File: config.mk
export PLATFORM = sky130hd
export DESIGN_NAME = debounce
export DESIGN_NICKNAME = d
export VERILOG_FILES = /design/src/rtl/debounce.sv
export SDC_FILE = /design/constraint.sdc
export NUM_CORES = 1
export LEC_CHECK = 0
export ABC_AREA = 1
export CORE_AREA = 2 2 39 41
export CTS_CLUSTER_SIZE = 8
export DETAILED_ROUTE_END_ITERATION = 7
export DIE_AREA = 0 0 41 43
export SETUP_SLACK_MARGIN = 0.4
export SYNTH_ARGS = -nofsm -noshare
export SYNTH_HDL_FRONTEND = slang
export SYNTH_SLANG_ARGS = --single-unit
File: constraint.sdc
create_clock -name clk -period 2.8 [get_ports clk]
set_input_delay 0.56 -clock clk [delete_from_list [all_inputs] [get_ports clk]]
set_output_delay 0.56 -clock clk [all_outputs]
set_load 0.02 [all_outputs]
File: src/rtl/debounce.sv
// Switch/button debouncer: a 2-flop synchronizer feeding a 4-state qualification FSM.
// Define DEBOUNCE_BUSY_EN to add busy_o, a registered flag that is high while a level change is being qualified.
module debounce #(
  parameter int unsigned DEB_CYCLES = 4
) (
  input  logic clk,
  input  logic resetn,
  input  logic sig_i,
  output logic sig_o
`ifdef DEBOUNCE_BUSY_EN
  ,
  output logic busy_o
`endif
);

  localparam int unsigned      CNT_W    = $clog2(DEB_CYCLES + 1);
  localparam logic [CNT_W-1:0] CNT_ZERO = {CNT_W{1'b0}};
  localparam logic [CNT_W-1:0] CNT_ONE  = CNT_W'(1);
  localparam logic [CNT_W-1:0] CNT_LAST = CNT_W'(DEB_CYCLES - 1);

  typedef enum logic [1:0] {
    STABLE_LO = 2'b00,
    WAIT_HI   = 2'b01,
    STABLE_HI = 2'b10,
    WAIT_LO   = 2'b11
  } state_t;

  logic             sync1_q;
  logic             sync2_q;
  state_t           state_q, state_d;
  logic [CNT_W-1:0] cnt_q, cnt_d;
  logic             sig_q, sig_d;
`ifdef DEBOUNCE_BUSY_EN
  logic             busy_q, busy_d;
`endif

  // Next-state logic; the >= compare keeps cnt from ever passing DEB_CYCLES-1.
  always_comb begin
    state_d = state_q;
    cnt_d   = cnt_q;
    sig_d   = sig_q;
    case (state_q)
      STABLE_LO: begin
        if (sync2_q) begin
          state_d = WAIT_HI;
          cnt_d   = CNT_ONE;
        end else begin
          cnt_d   = CNT_ZERO;
        end
      end
      WAIT_HI: begin
        if (!sync2_q) begin
          state_d = STABLE_LO;
          cnt_d   = CNT_ZERO;
        end else if (cnt_q >= CNT_LAST) begin
          state_d = STABLE_HI;
          sig_d   = 1'b1;
          cnt_d   = CNT_ZERO;
        end else begin
          cnt_d   = cnt_q + CNT_ONE;
        end
      end
      STABLE_HI: begin
        if (!sync2_q) begin
          state_d = WAIT_LO;
          cnt_d   = CNT_ONE;
        end else begin
          cnt_d   = CNT_ZERO;
        end
      end
      WAIT_LO: begin
        if (sync2_q) begin
          state_d = STABLE_HI;
          cnt_d   = CNT_ZERO;
        end else if (cnt_q >= CNT_LAST) begin
          state_d = STABLE_LO;
          sig_d   = 1'b0;
          cnt_d   = CNT_ZERO;
        end else begin
          cnt_d   = cnt_q + CNT_ONE;
        end
      end
      default: begin
        state_d = STABLE_LO;
        cnt_d   = CNT_ZERO;
        sig_d   = 1'b0;
      end
    endcase
  end

`ifdef DEBOUNCE_BUSY_EN
  // busy follows the next state so the registered flag lines up with the FSM state.
  always_comb begin
    if ((state_d == WAIT_HI) || (state_d == WAIT_LO)) begin
      busy_d = 1'b1;
    end else begin
      busy_d = 1'b0;
    end
  end
`endif

  // Synchronizer, FSM state, counter and registered outputs.
  always_ff @(posedge clk) begin
    if (!resetn) begin
      sync1_q <= 1'b0;
      sync2_q <= 1'b0;
      state_q <= STABLE_LO;
      cnt_q   <= CNT_ZERO;
      sig_q   <= 1'b0;
`ifdef DEBOUNCE_BUSY_EN
      busy_q  <= 1'b0;
`endif
    end else begin
      sync1_q <= sig_i;
      sync2_q <= sync1_q;
      state_q <= state_d;
      cnt_q   <= cnt_d;
      sig_q   <= sig_d;
`ifdef DEBOUNCE_BUSY_EN
      busy_q  <= busy_d;
`endif
    end
  end

  assign sig_o = sig_q;
`ifdef DEBOUNCE_BUSY_EN
  assign busy_o = busy_q;
`endif

endmodule

== Yosys cells after proc, flatten, opt, wreduce, memory -nomap -nowiden ==
Cells that the tools add are included.

* Register bits: 8
* Input port bits: 3
* Output and inout port bits: 1
* Word-level logic and storage cells: 40

* $add $sub $neg: 1
* Order comparisons: 1
* Equal/unequal tests: 11
* Multiplexer cells: 18
* Reduce and logical (&&, ||, !) cells: 4

{| class="wikitable"
|+ Operators by type and width
! kind !! number
|-
| $mux W2 || 6
|-
| $ne A2 B2 Y1 const B || 6
|-
| $pmux W3 S4 || 1
|-
| $mux W3 || 3
|-
| $pmux W2 S4 || 1
|-
| $mux W1 || 6
|-
| $ne A3 B3 Y1 const B || 2
|-
| $reduce_and A5 Y1 || 1
|-
| $eq A2 B2 Y1 const B || 2
|-
| $reduce_and A4 Y1 || 1
|-
| $add A3 B1 Y3 const B || 1
|-
| $ge A3 B2 Y1 const B || 1
|-
| $eq A2 B1 Y1 const B || 1
|-
| $logic_not A2 Y1 || 1
|-
| $pmux W1 S2 || 1
|-
| $reduce_bool A2 Y1 || 1
|}

== Logic depth before layout (Yosys ltp) ==
Gate-level depths: netlist of run 1.

* Word-level depth: 4
* Depth in mapped cells: 8
* Depth with buffers taken out: 8

== Worst setup path after synthesis of run 1 ==
No wires, ideal clock.

* Path type: flip-flop to flip-flop
* From: reg cnt_q[0]
* To: reg (tool-made name)
* Setup time: 0.113 ns
* Data arrival time: 1.035 ns
* Data required time: 2.687 ns
* Slack: 1.652 ns
* Stages on the path, launching flop included: 9
* Buffers on the path: 0
* Clock period less this slack: 1.148 ns
* Cell sequence: dfxtp_1 ha_1 ha_1 nor2_2 nand2_2 nand2_2 nand2_1 nand2_1 nor2_1

{| class="wikitable"
|+ RTL lines
! what !! RTL line !! text
|-
| start, declared || 31 || <nowiki>logic [CNT_W-1:0] cnt_q, cnt_d;</nowiki>
|-
| start signal, assigned || 117 || <nowiki>cnt_q <= cnt_d;</nowiki>
|}

== Worst setup path after layout of run 1 ==
* From: reg sig_q, in the netlist sig_o
* To: out sig_o

{| class="wikitable"
|+ RTL lines
! what !! RTL line !! text
|-
| start, declared || 32 || <nowiki>logic sig_q, sig_d;</nowiki>
|-
| start signal, assigned || 118 || <nowiki>sig_q <= sig_d;</nowiki>
|-
| end, declared || 9 || <nowiki>output logic sig_o</nowiki>
|}

No word-level cell between the ends.

==> metrics, run 1 <==
CP delay by family, top=buffers and inverters; Total Routing Usage GR=0.0809; skew final=0.00566 ns; startpoint types=flip-flop; Crit. path cell count=1; #FFs+latches synth=8; synth unique cells=12; Antenna diodes=0; gr ovfl total=0; IO Port Bufs=3; Seq/Total Area, Yosys=0.483; Max VDD drop=0.214 mV; Avg WL per Cell=7.29 µm; syn nets=46; CP Data Required Time=2.24 ns; ANT nets after route=0; hold_ws=0.431 ns; Die ar.=1760 µm²; first-pass GRT wire length=897 µm; share of layout cells above drive strength 1=0.170; CP Buf/Inv Count=1; setup repair after global routing missed its margin=false; Max Fclk=578 MHz; Detailed Routing Iterations Pass 1=2; LEAKAGE=0.000190 µW; Rel. slew slack=0.856; chip height=43 µm; Post-Place Cell Area=382 µm²; design area=404 µm²; Final Non-Filler Cells=63; Synth Cell Area=332 µm²; Setup violations, final=0; CORE AREA=1380 µm²; synth warn=0; Total Wirelength=459 µm; gp weighted congestion=0.691; Hold/Removal Path Class=flip-flop to flip-flop; Core Rows=14; starting density of the core=0.240; final slew viol count=0; worst-margin pin slew=0.215 ns; Post-CTS Hold Fix Bufs=0; crit path capture type=output pin; Cell Chain, Critical Path=clkdlybuf4s50_1; PostCTS Resize Cnt=0; via/cell ratio=4.02; Syn Area/Cell=8.09 µm²; Synth-to-Final Area Change=21.9%; most frequent cells in the layout=nand2_1, dfxtp_1, inv_1; commonest non-fill, non-tap cell in the layout=nand2_1; drt drc=0; Die W=41 µm; CTS HTree Levels=1; setup bufs post-CTS=0; CP Data Arrival Time=1.17 ns; outcome=finished clean; Iteration-0 DRC Markers=4; Hold Path Origin=sync1_q; hold-critical path depth=2; reg2reg start=cnt_q[0]; Tmin final=1.73 ns; Final Hold Violating Endpoints=0; vias in the first global route=245; HPWL after DPL=365 µm; # clock sinks=8; setup_tns=0 ns; Final Cycle Share=0.618; Clk pin slew, worst setup/hold paths=0.06 ns; flop2flop setup slack=1.56 ns; reg2reg path depth=8; Post-Syn Instances=41; largest net degree at the start of global routing=7; Setup CP Type=flip-flop to output pin; routed vias=253; root buf cell=clkbuf_4; clock insertion delay at the later pin of the skew report=0.25 ns; Power Density=526 nW/µm²; io pins=4; Slowest cell on crit path=clkdlybuf4s50_1; maximum fanout along the worst path=2; crit-path max cell delay=0.60 ns; number of buffers created by CTS=3; Inst Count DP=60; CTS tree=done; Max clock buf depth=2; fin nets=54; endpoint of the worst hold path=sync2_q; max_cap viols=0; initial antenna violation count=0
==> metrics by stage <==
stage	setup WS [ns]	power, µW	util
3_3_place_gp	1.34	128	0.276
2_1_floorplan	1.65	123	-
4_1_cts	1.05	218	0.292
6_report	1.07	213	0.292
3_5_place_dp	1.31	128	0.276
5_1_grt	1.03	225	0.292
==> cell usage after synthesis <==
master / n / area share
dfxtp_1: 8 / 0.48
nand2_2: 2 / 0.038
inv_1: 7 / 0.079
nand2_1: 10 / 0.11
nor3b_2: 1 / 0.038
nand3_2: 1 / 0.030
a21oi_1: 2 / 0.030
nor3_1: 1 / 0.015
ha_1: 2 / 0.075
nand3_1: 3 / 0.045
nor2_1: 3 / 0.034
nor2_2: 1 / 0.019
==> worst max path at each step <==
| stage | startpoint | end |
|---|---|---|
| after floorplan | cnt_q[0] | flip-flop |
| after global placement | sig_o | sig_o |
| after detailed placement | resetn | cnt_q[1] |
| after CTS | sig_o | sig_o |
| after global routing | sig_o | sig_o |
| final | sig_o | sig_o |
==> layer usage <==
layer / wire, µm / track usage
met1: 223 / 0.102
met2: 216 / 0.0875
met3: 19 / 0.0314
met4: 0 / 0.100
met5: 0 / 0
==> final cells by class <==
type / count / area [µm²]
Fill cell: 155 / 980
Sequential cell: 8 / 160
Multi-Input combinational cell: 26 / 145
Timing Repair Buffer: 3 / 30.0
Inverter: 7 / 26.3
Clock buffer: 3 / 22.5
Tap cell: 16 / 20.0
==> power by group <==
group	switching, µW	internal, µW	leakage, µW
clock network	38.2	49.0	0.0000138
registers	1.59	116	0.0000650
logic	3.73	4.11	0.000111
==> logic make-up after synthesis <==
logic type / share of synthesized area
simple gates: 0.332
flops: 0.483
buf+inv: 0.0793
compound gates: 0.0302
fa+ha+maj: 0.0755
(Power assumes the default switching activity.)
==> run 2: changes to the inputs <==
==> constraint.sdc (replaced) <==
create_clock -name clk -period 1.4 [get_ports clk]
set_input_delay 0.28 -clock clk [delete_from_list [all_inputs] [get_ports clk]]
set_output_delay 0.28 -clock clk [all_outputs]
set_load 0.02 [all_outputs]
==> run 2 against run 1 <==
Compared with the run above: clock power rose by 94%; hold slack got worse by 0.0085 ns; routed wire length rose by 5.0%; critical endpoint is now cnt_q[0]; largest power group unchanged.
==> metrics, run 2 (synthesis gave the netlist of run 1 again) <==
outcome=finished clean (unchanged); initial antenna violation count=0 (unchanged); Switching Share=0.197 (was 0.205); Clk pin slew, worst setup/hold paths=0.05 ns (was 0.06 ns); Antenna diodes=0 (unchanged); Tmin final=1.14 ns; reg2reg start=cnt_q[0] (unchanged); commonest non-fill, non-tap cell in the layout=nand2_1 (unchanged); Pint=339 µW (was 169 µW); fin nets=55 (was 54); sequential share of power=0.557 (was 0.553); starting density of the core=0.240 (unchanged); via/cell ratio=4.02 (about the same); Hold/Removal Path Class=flip-flop to flip-flop (unchanged); combinational cell fraction of total power=0.042 (was 0.037); max_cap viols=0 (unchanged); clock power share=0.400 (was 0.410); root buf cell=clkbuf_4 (unchanged); share of layout cells above drive strength 1=0.375 (was 0.170); number of buffers created by CTS=3 (unchanged); Power Density=926 nW/µm² (was 526 nW/µm²); Inst Count DP=60 (unchanged); Die W=41 µm (unchanged); most frequent cells in the layout=nand2_1, inv_1, dfxtp_1, dfxtp_2 (was nand2_1, dfxtp_1, inv_1); Iteration-0 DRC Markers=0 (was 4); Total Routing Usage GR=0.0744 (was 0.0809); maximum fanout along the worst path=3 (was 2); Post-Place Cell Area=414 µm² (was 382 µm²); crit-path max cell delay=0.33 ns (was 0.60 ns); Hold Path Origin=sync1_q (unchanged); switching pwr=83.5 µW (was 43.5 µW); # clock sinks=8 (unchanged); CP Data Arrival Time=1.32 ns (was 1.17 ns); Multi-input gate area=184 µm² (was 145 µm²); endpoint of the worst hold path=sync2_q (unchanged); Cell Chain, Critical Path=ha_4 > ha_4 > nor2_4 > nand2_2 > nand2_2 > nand3_2 > a21oi_2 (was clkdlybuf4s50_1); CORE AREA=1380 µm² (unchanged); HPWL after DPL=408 µm (was 365 µm); Setup CP Type=flip-flop to flip-flop (was flip-flop to output pin); design area=457 µm² (was 404 µm²); largest net degree at the start of global routing=7 (unchanged); setup_tns=0 ns (unchanged); gp weighted congestion=0.712 (was 0.691); skew final=0.00227 ns (was 0.00566 ns); drt drc=0 (unchanged); hold-critical path depth=2 (unchanged); clock insertion delay at the later pin of the skew report=0.25 ns (about the same); Synth-to-Final Area Change=37.7% (was 21.9%); CTS tree=done (unchanged); Rel. slew slack=0.870 (was 0.856); crit path capture type=flip-flop (was output pin); reg2reg path depth=7 (was 8); register area=165 µm² (was 160 µm²); LEAKAGE=0.000199 µW (was 0.000190 µW); IO Port Bufs=3 (unchanged); Max VDD drop=0.556 mV (was 0.214 mV); Setup violations, final=0 (unchanged); flop2flop setup slack=0.26 ns (was 1.56 ns); Die ar.=1760 µm² (unchanged); Total Wirelength=482 µm (was 459 µm); io pins=4 (unchanged); first-pass GRT wire length=862 µm (was 897 µm); setup repair after global routing missed its margin=true (was false); reg2reg end=cnt_q[0]; Core Rows=14 (unchanged); Max Fclk=875 MHz; routed vias=257 (was 253); Avg WL per Cell=7.53 µm (was 7.29 µm); final slew viol count=0 (unchanged); Final Non-Filler Cells=64 (was 63); Post-CTS Hold Fix Bufs=0 (unchanged); ANT nets after route=0 (unchanged); chip height=43 µm (unchanged); startpoint types=flip-flop (unchanged); FILL cells=146 (was 155); Max clock buf depth=2 (unchanged); worst-margin pin slew=0.194 ns (was 0.215 ns); Slowest cell on crit path=dfxtp_2 (was clkdlybuf4s50_1); Final Cycle Share=0.816; Final Hold Violating Endpoints=0 (unchanged); CTS HTree Levels=1 (unchanged); vias in the first global route=249 (was 245); gr ovfl total=0 (unchanged); Detailed Routing Iterations Pass 1=1 (was 2); CP Data Required Time=1.58 ns (was 2.24 ns)
[run 2: cell types whose count changed in the layout (fill, tap and decap cells not counted), moves of 2 or more]
cell,delta
ha_1,-2
dfxtp_1,-4
ha_4,+2
dfxtp_2,+4
[run 2: critical path: cells and delay by family (launching register included)]
| kind | cells | cell delay [ns] |
|---|---|---|
| flip-flops | 1 | 0.33 |
| adder cells (fa/ha/maj) | 2 | 0.31 |
| AO/OA/AOI/OAI | 1 | 0.10 |
| AND/OR/NAND/NOR | 4 | 0.33 |
[run 2: worst max-delay path by stage]
stage             start        to  slack (ns)  cells after the start
3_3_place_gp      sig_o     sig_o        0.21                      1
2_1_floorplan  cnt_q[0]  cnt_q[0]        0.30                      7
4_1_cts        cnt_q[0]  cnt_q[0]        0.25                      7
6_report       cnt_q[0]  cnt_q[0]        0.26                      7
5_1_grt        cnt_q[0]  cnt_q[0]        0.17                      7
3_5_place_dp     resetn  cnt_q[1]        0.18                      3
[run 2: timing repair]
item	CTS	global route
setup endpoints to repair	7	7
gates resized for setup	3	7
buffers inserted	1	0
pin swaps	4	2
cloned	0	0
hold endpoints to repair	0	0
[run 2: layer usage]
layer	vias to the layer above	GRT usage	wire (µm)
met3	0	0.0157	16
met4	0	0.0600	0
met2	3	0.109	260
met1	112	0.0874	204
li1	142	-	-
met5	-	0	0
[run 2: power by group through the flow]
stage | clock network, µW | logic (µW) | registers, µW
2_1_floorplan | 0 | 7.35 | 240
3_3_place_gp | 0 | 15.9 | 241
3_5_place_dp | 0 | 16.2 | 241
4_1_cts | 182 | 17.4 | 236
5_1_grt | 188 | 20.7 | 236
6_report | 169 | 17.8 | 236
[run 2: final cells by class]
cell class,count,share of cell area
clock buffers,3,0.0493
flip-flops and latches,8,0.362
inverters,7,0.0575
well taps,16,0.0438
repair buffers,4,0.0849
multi-input cells,26,0.403
[run 2: through the flow]
| stage | hold slack [ns] | setup slack, ns | utilization | power (µW) |
|---|---|---|---|---|
| 3_3_place_gp | 0.420 | 0.211 | 0.299 | 256 |
| 3_5_place_dp | 0.424 | 0.178 | 0.299 | 257 |
| 2_1_floorplan | 0.373 | 0.296 | - | 247 |
| 4_1_cts | 0.434 | 0.246 | 0.322 | 435 |
| 5_1_grt | 0.458 | 0.170 | 0.330 | 445 |
| 6_report | 0.423 | 0.257 | 0.330 | 423 |
